**src/rtl/snac_db15_reader.sv**
```systemverilog
`timescale 1ns/1ps
// ---------------------------------------------------------------------------
// SnacDb15Reader (module snac_db15_reader)
//
// Serial reader for the SNAC DB15 joystick adapter on the user port. It
// clocks the adapter's shift-register chain and captures 24 bits per frame,
// 12 bits per player. A frame must match the previous frame before it is
// shown, which rejects single-frame glitches.
//
// Ports:
//   i_clk       in   1  core clock (53.6 MHz)
//   RESETn      in   1  synchronous active-low reset
//   JOY_DATA    in   1  serial data from the adapter, 0 = pressed
//   JOY_CLK     out  1  shift clock to the adapter, idles high
//   JOY_LOAD    out  1  parallel-load strobe to the adapter, active high
//   joystick1   out 16  player 1 buttons, active high, bits 15:12 zero
//   joystick2   out 16  player 2 buttons, same layout
//   frame_done  out  1  one-cycle pulse at the end of every frame
//
// Parameters:
//   CLK_DIV    i_clk cycles per JOY_CLK half-period (one "tick"), 2..65535
//   GAP_TICKS  idle ticks between frames, 1..255
// ---------------------------------------------------------------------------
module snac_db15_reader #(
   parameter int CLK_DIV   = 134,
   parameter int GAP_TICKS = 16
) (
   input  logic        i_clk,
   input  logic        RESETn,
   input  logic        JOY_DATA,
   output logic        JOY_CLK,
   output logic        JOY_LOAD,
   output logic [15:0] joystick1,
   output logic [15:0] joystick2,
   output logic        frame_done
);

   typedef enum logic [1:0] {
      IDLE  = 2'd0,
      LOAD  = 2'd1,
      SHIFT = 2'd2,
      DONE  = 2'd3
   } state_t;

   state_t      r_state;
   state_t      w_stateNext;

   logic [15:0] r_divCnt;
   logic [7:0]  r_gapCnt;
   logic        r_loadCnt;
   logic [4:0]  r_bitIdx;
   logic        r_half;
   logic [23:0] r_sr;
   logic [23:0] r_prev;
   logic [11:0] r_joy1;
   logic [11:0] r_joy2;
   logic        r_joyClk;
   logic        r_joyLoad;

   logic        w_tick;
   logic        w_gapDone;
   logic        w_lastBit;
   logic [23:0] w_frame;
   logic        w_joyClkNext;
   logic        w_joyLoadNext;

   assign w_tick    = (r_divCnt == 16'(CLK_DIV - 1));
   assign w_gapDone = (r_gapCnt == 8'(GAP_TICKS - 1));
   assign w_lastBit = (r_bitIdx == 5'd23);
   assign w_frame   = ~r_sr;

   assign JOY_CLK   = r_joyClk;
   assign JOY_LOAD  = r_joyLoad;
   assign joystick1 = {4'b0000, r_joy1};
   assign joystick2 = {4'b0000, r_joy2};

   // State register: the FSM restarts in IDLE whenever reset is sampled low.
   always_ff @(posedge i_clk) begin
      if (!RESETn) begin
         r_state <= IDLE;
      end else begin
         r_state <= w_stateNext;
      end
   end

   // Next-state logic: every transition waits for a tick except DONE,
   // which lasts exactly one core-clock cycle.
   always_comb begin
      w_stateNext = r_state;
      case (r_state)
         IDLE:    if (w_tick && w_gapDone)            w_stateNext = LOAD;
         LOAD:    if (w_tick && r_loadCnt)            w_stateNext = SHIFT;
         SHIFT:   if (w_tick && r_half && w_lastBit)  w_stateNext = DONE;
         DONE:                                        w_stateNext = IDLE;
         default:                                     w_stateNext = IDLE;
      endcase
   end

   // Output logic: frame_done decodes the DONE state directly; the JOY_*
   // pins are computed here as next values and then registered so the
   // adapter sees glitch-free edges.
   always_comb begin
      frame_done    = (r_state == DONE);
      w_joyClkNext  = r_joyClk;
      w_joyLoadNext = r_joyLoad;
      case (r_state)
         IDLE: begin
            w_joyClkNext  = 1'b1;
            w_joyLoadNext = w_tick && w_gapDone;
         end
         LOAD: begin
            if (w_tick && r_loadCnt) begin
               w_joyClkNext  = 1'b0;
               w_joyLoadNext = 1'b0;
            end else begin
               w_joyClkNext  = 1'b1;
               w_joyLoadNext = 1'b1;
            end
         end
         SHIFT: begin
            w_joyLoadNext = 1'b0;
            if (w_tick) begin
               // End of a low half raises the clock; end of a high half drops
               // it again unless the last bit has just been taken.
               w_joyClkNext = !r_half || w_lastBit;
            end
         end
         DONE: begin
            w_joyClkNext  = 1'b1;
            w_joyLoadNext = 1'b0;
         end
         default: begin
            w_joyClkNext  = 1'b1;
            w_joyLoadNext = 1'b0;
         end
      endcase
   end

   // Datapath: tick divider, frame counters, shift capture and the
   // two-frame glitch filter. The divider is frozen during DONE so the
   // DONE cycle adds one cycle to the frame instead of stealing one from
   // the following gap.
   always_ff @(posedge i_clk) begin
      if (!RESETn) begin
         r_divCnt  <= 16'd0;
         r_gapCnt  <= 8'd0;
         r_loadCnt <= 1'b0;
         r_bitIdx  <= 5'd0;
         r_half    <= 1'b0;
         r_sr      <= 24'hFFFFFF;
         r_prev    <= 24'd0;
         r_joy1    <= 12'd0;
         r_joy2    <= 12'd0;
         r_joyClk  <= 1'b1;
         r_joyLoad <= 1'b0;
      end else begin
         r_joyClk  <= w_joyClkNext;
         r_joyLoad <= w_joyLoadNext;
         if (r_state != DONE) begin
            r_divCnt <= w_tick ? 16'd0 : r_divCnt + 16'd1;
         end
         case (r_state)
            IDLE: begin
               r_loadCnt <= 1'b0;
               if (w_tick) begin
                  r_gapCnt <= w_gapDone ? 8'd0 : r_gapCnt + 8'd1;
               end
            end
            LOAD: begin
               if (w_tick) begin
                  r_loadCnt <= 1'b1;
                  if (r_loadCnt) begin
                     r_bitIdx <= 5'd0;
                     r_half   <= 1'b0;
                  end
               end
            end
            SHIFT: begin
               if (w_tick) begin
                  if (!r_half) begin
                     r_sr[r_bitIdx] <= JOY_DATA;
                     r_half         <= 1'b1;
                  end else if (!w_lastBit) begin
                     r_bitIdx <= r_bitIdx + 5'd1;
                     r_half   <= 1'b0;
                  end
               end
            end
            DONE: begin
               // Only a frame identical to its predecessor reaches the pins.
               if (w_frame == r_prev) begin
                  r_joy1 <= w_frame[11:0];
                  r_joy2 <= w_frame[23:12];
               end
               r_prev   <= w_frame;
               r_gapCnt <= 8'd0;
            end
            default: begin
               r_gapCnt <= 8'd0;
            end
         endcase
      end
   end

endmodule

```
**config.mk**
```make
export PLATFORM = sky130hd
export DESIGN_NAME = snac_db15_reader
export DESIGN_NICKNAME = d
export VERILOG_FILES = /design/src/rtl/snac_db15_reader.sv
export SDC_FILE = /design/constraint.sdc
export NUM_CORES = 1
export LEC_CHECK = 0
export CAP_MARGIN = 20
export CORE_ASPECT_RATIO = 0.6
export CORE_MARGIN = 3
export CORE_UTILIZATION = 52
export DETAILED_ROUTE_END_ITERATION = 12
export HOLD_SLACK_MARGIN = 0.15
export PLACE_DENSITY = 0.82
export SLEW_MARGIN = 15
export SYNTH_ARGS = -nofsm -noshare
export SYNTH_HDL_FRONTEND = slang
export SYNTH_SLANG_ARGS = --single-unit
```
**constraint.sdc**
```tcl
create_clock -name i_clk -period 1.8 [get_ports i_clk]
set_input_delay 0.27 -clock i_clk [delete_from_list [all_inputs] [get_ports i_clk]]
set_output_delay 0.27 -clock i_clk [all_outputs]
set_load 0.01 [all_outputs]
```
==> results.cfg <==
[pwr]
power_per_cell_area_mw_per_mm2 = 702
cellLeakagePower_nw = 2.24
irDropWorstVdd_v = 0.000471
fin_total_pwr_mw = 4.50

[worst_setup_path]
path_class = flip-flop to flip-flop
cp_launch_point = r_divCnt[11]$_SDFFE_PN0N_
worst_r2r_start = r_divCnt[11]$_SDFFE_PN0N_
worst-path-max-fanout = 12
number_of_cells_on_the_worst_reg_to_reg_path = 8
worst_path_largest_cell_delay_ns = 0.34
critical_path.cell_chain = nor4_4, buf_4, and4_4, buf_6, and4b_1, buf_12, a211oi_1, a31oi_1
worst_path_max_delay_cell = sky130_fd_sc_hd__dfxtp_2
timing_endpoint_of_the_critical_path = r_sr[10]$_SDFFE_PN1P_
cp-end-kind = flip-flop
timing.critical_path.required_ns = 2.05
r2r_slack_ns = -0.26
critPathArrivalTime_ns = 2.31
reg2reg_to = r_sr[10]$_SDFFE_PN1P_
cp-start-kind = flip-flop

[run]
drv_cap = 0

[timing]
timing_max_transition_violations_final = 0
setup-violations-final = 75
fin_crit_sh = 1.14
worst_clock_skew_ns = 0.00812
worst_slack_ns = -0.257
finalWorstPathRequiredPeriod_ns = 2.06
hold_violations_final = 0
rsz_0062_raised_after_global_routing = yes
max_clock_freq_ghz = 0.486

[grt]
grt_usage = 0.263
grt_pass1_wl_um = 21600
initial_antenna_violation_count = 0
grt-ovfl-total = 0
grt_max_degree = 80
vias_in_the_first_global_route = 4386

[floorplanning]
starting_utilization_of_the_core_area = 0.548
row_count = 26
ioPinCount = 38
fp.dieH_um = 80.4
dieArea_mm2 = 0.0104
design.core.area_mm2 = 0.00875
die_x_um = 130

[clocking]
clk_pin_slew_worst_paths_ns = 0.08
clk_path_buf_depth = 2
tritoncts = yes
clock_sinks = 107
worstSkewPairLatency_ns = 0.36
clock_buffers_created_by_tritoncts = 9
cts-root-buf = sky130_fd_sc_hd__clkbuf_16
ctsHtreeMaxLevel = 3

[cells_and_area]
mostFrequentLayoutCell = sky130_fd_sc_hd__dfxtp_1
finish.net_count = 634
layout-drive-gt1-share = 0.274
antenna_cells = 0
flow.area_growth_from_synthesis_pct = 33.6
finalInstanceArea_mm2 = 0.00641
most_frequent_cells_in_the_layout = sky130_fd_sc_hd__dfxtp_1 (90), sky130_fd_sc_hd__buf_4 (57), sky130_fd_sc_hd__a211oi_1 (49)
layoutNonFillerInstCount = 737
number_of_filler_instances_in_the_final_layout = 547
final_util = 0.732

[synthesis]
mappedNetlistArea_mm2 = 0.00480
yosys.area.top_type = sky130_fd_sc_hd__dfxtp_1
synth_seq_area_share = 0.447
yosysUniqueCellTypes = 47
total_number_of_yosys_warnings = 0
synth_enable_flop_cells = 0
syn-mean-instance-area_um2 = 8.86
ys_seq_elements = 107
ys.flop_type = sky130_fd_sc_hd__dfxtp_1
synth.top_cells.by_area = sky130_fd_sc_hd__dfxtp_1 (45%), sky130_fd_sc_hd__a211oi_1 (7.7%), sky130_fd_sc_hd__a21oi_1 (4.3%)
post_synth_inst_count = 541
async_reset_ff_frac = 0
synth.top_cell.area_share = 0.447

[drt]
vias_per_cell = 6.36
drt_pass1_iterations = 5
routedWlPerCell_um = 20.1
vias = 4688
ant_nets = 0
detail_route.drc_violations = 0
violation_count_after_the_first_detailed_route_iteration = 566
drt-total-wl_um = 14800

[place]
dpl.cell_count = 705
io_buffers = 29
dp.final_hpwl_um = 8110
gpl.final_weighted_congestion = 0.840
placed_cell_area_mm2 = 0.00560

[worst_hold_path]
timing.hold.worst.class = flip-flop to flip-flop

[outcome]
outcome = finished with violations
violated_checks = setup timing
[layout make-up]
cell class	count	area (um2)	share of cell area
Clock buffer	10	239	0.0373
Sequential cell	107	2160	0.338
Clock inverter	6	56.3	0.00879
Multi-Input combinational cell	386	2770	0.432
Inverter	9	33.8	0.00527
Timing Repair Buffer	107	1010	0.157
Tap cell	112	140	0.0219
[how the worst min path moves through the flow]
| stage | start | endpoint | slack (ns) | cells past startpoint |
|---|---|---|---|---|
| after floorplan | r_sr[13]$_SDFFE_PN1P_ | r_prev[13]$_SDFFE_PN0P_ | 0.44 | 1 |
| after global placement | r_joy1[7]$_SDFFE_PN0P_ | r_joy1[7]$_SDFFE_PN0P_ | 0.46 | 2 |
| after detailed placement | r_joy2[2]$_SDFFE_PN0P_ | r_joy2[2]$_SDFFE_PN0P_ | 0.47 | 2 |
| after CTS | r_joy1[5]$_SDFFE_PN0P_ | r_joy1[5]$_SDFFE_PN0P_ | 0.48 | 2 |
| after global routing | r_joy1[1]$_SDFFE_PN0P_ | r_joy1[1]$_SDFFE_PN0P_ | 0.50 | 2 |
| final | r_joy1[9]$_SDFFE_PN0P_ | r_joy1[9]$_SDFFE_PN0P_ | 0.48 | 2 |
[cells in the mapped netlist, types with 5 or more instances]
cell / n
sky130_fd_sc_hd__dfxtp_1: 107
sky130_fd_sc_hd__a211oi_1: 49
sky130_fd_sc_hd__nor2_1: 48
sky130_fd_sc_hd__a21oi_1: 41
sky130_fd_sc_hd__o21ai_0: 32
sky130_fd_sc_hd__or3_1: 30
sky130_fd_sc_hd__clkbuf_1: 25
sky130_fd_sc_hd__a31oi_1: 24
sky130_fd_sc_hd__nand2_1: 23
sky130_fd_sc_hd__xor2_1: 23
sky130_fd_sc_hd__nand3_1: 15
sky130_fd_sc_hd__xnor2_1: 14
sky130_fd_sc_hd__ha_1: 11
sky130_fd_sc_hd__nand4_1: 9
sky130_fd_sc_hd__buf_4: 8
sky130_fd_sc_hd__inv_1: 8
sky130_fd_sc_hd__buf_2: 6
sky130_fd_sc_hd__nor3_1: 6
sky130_fd_sc_hd__buf_1: 5
sky130_fd_sc_hd__mux2i_1: 5
[report_power, final]
part           switching, mW  leakage, nW  total (mW)  internal (mW)
Sequential           0.00805        0.863        2.38           2.37
Combinational         0.0968         1.23       0.150         0.0532
Clock                  0.953        0.149        1.96           1.01
[kinds of logic after synthesis]
kind of cell | after synthesis | share of synthesized area
fa+ha+maj | 11 | 0.0287
other cells | 1 | 0.000782
buf+inv | 57 | 0.0574
compound gates | 158 | 0.204
simple gates | 164 | 0.182
mux | 6 | 0.0128
flops | 107 | 0.447
xor+xnor | 37 | 0.0676
[per-layer routing]
layer / global-route usage / up-vias / wire, um
met1: 0.340 / 2209 / 6120
met3: 0.0711 / 67 / 1370
li1: - / 2115 / -
met5: 0 / - / 0
met2: 0.423 / 297 / 6750
met4: 0.0923 / 0 / 559
[critical path: cells and delay by family, from the launching register on]
| family | cells | cell delay [ns] |
|---|---|---|
| AO/OA/AOI/OAI | 2 | 0.33 |
| buffers and inverters | 3 | 0.46 |
| flip-flops | 1 | 0.34 |
| AND/OR/NAND/NOR | 3 | 0.83 |
[stage by stage]
step	hold slack, ns	setup TNS (ns)	setup slack (ns)
floorplan	0.442	-1.67	-0.0830
global placement	0.457	-8.97	-0.247
detailed placement	0.472	-12.15	-0.323
CTS	0.482	-5.21	-0.168
global route	0.503	-14.12	-0.365
finish	0.481	-9.40	-0.257
[flip-flops by register name, indices dropped and copies added (netlist names), 2 cells and up]
register,cells
r_joy1,12
r_state,2
r_gapCnt,8
r_joy2,12
r_prev,24
r_sr,24
r_divCnt,16
r_bitIdx,5
[repair_timing]
| item | 4_1_cts | 5_1_grt |
|---|---|---|
| endpoints found under the setup margin | 81 | 80 |
| endpoints found under the hold margin | 0 | 0 |
| hold buffers | 0 | 0 |
| pin swaps | 30 | 23 |
| resized for setup | 46 | 62 |
| setup buffers | 5 | 9 |
| cloned | 3 | 1 |
Note: power is estimated with default switching activity, not from simulation.
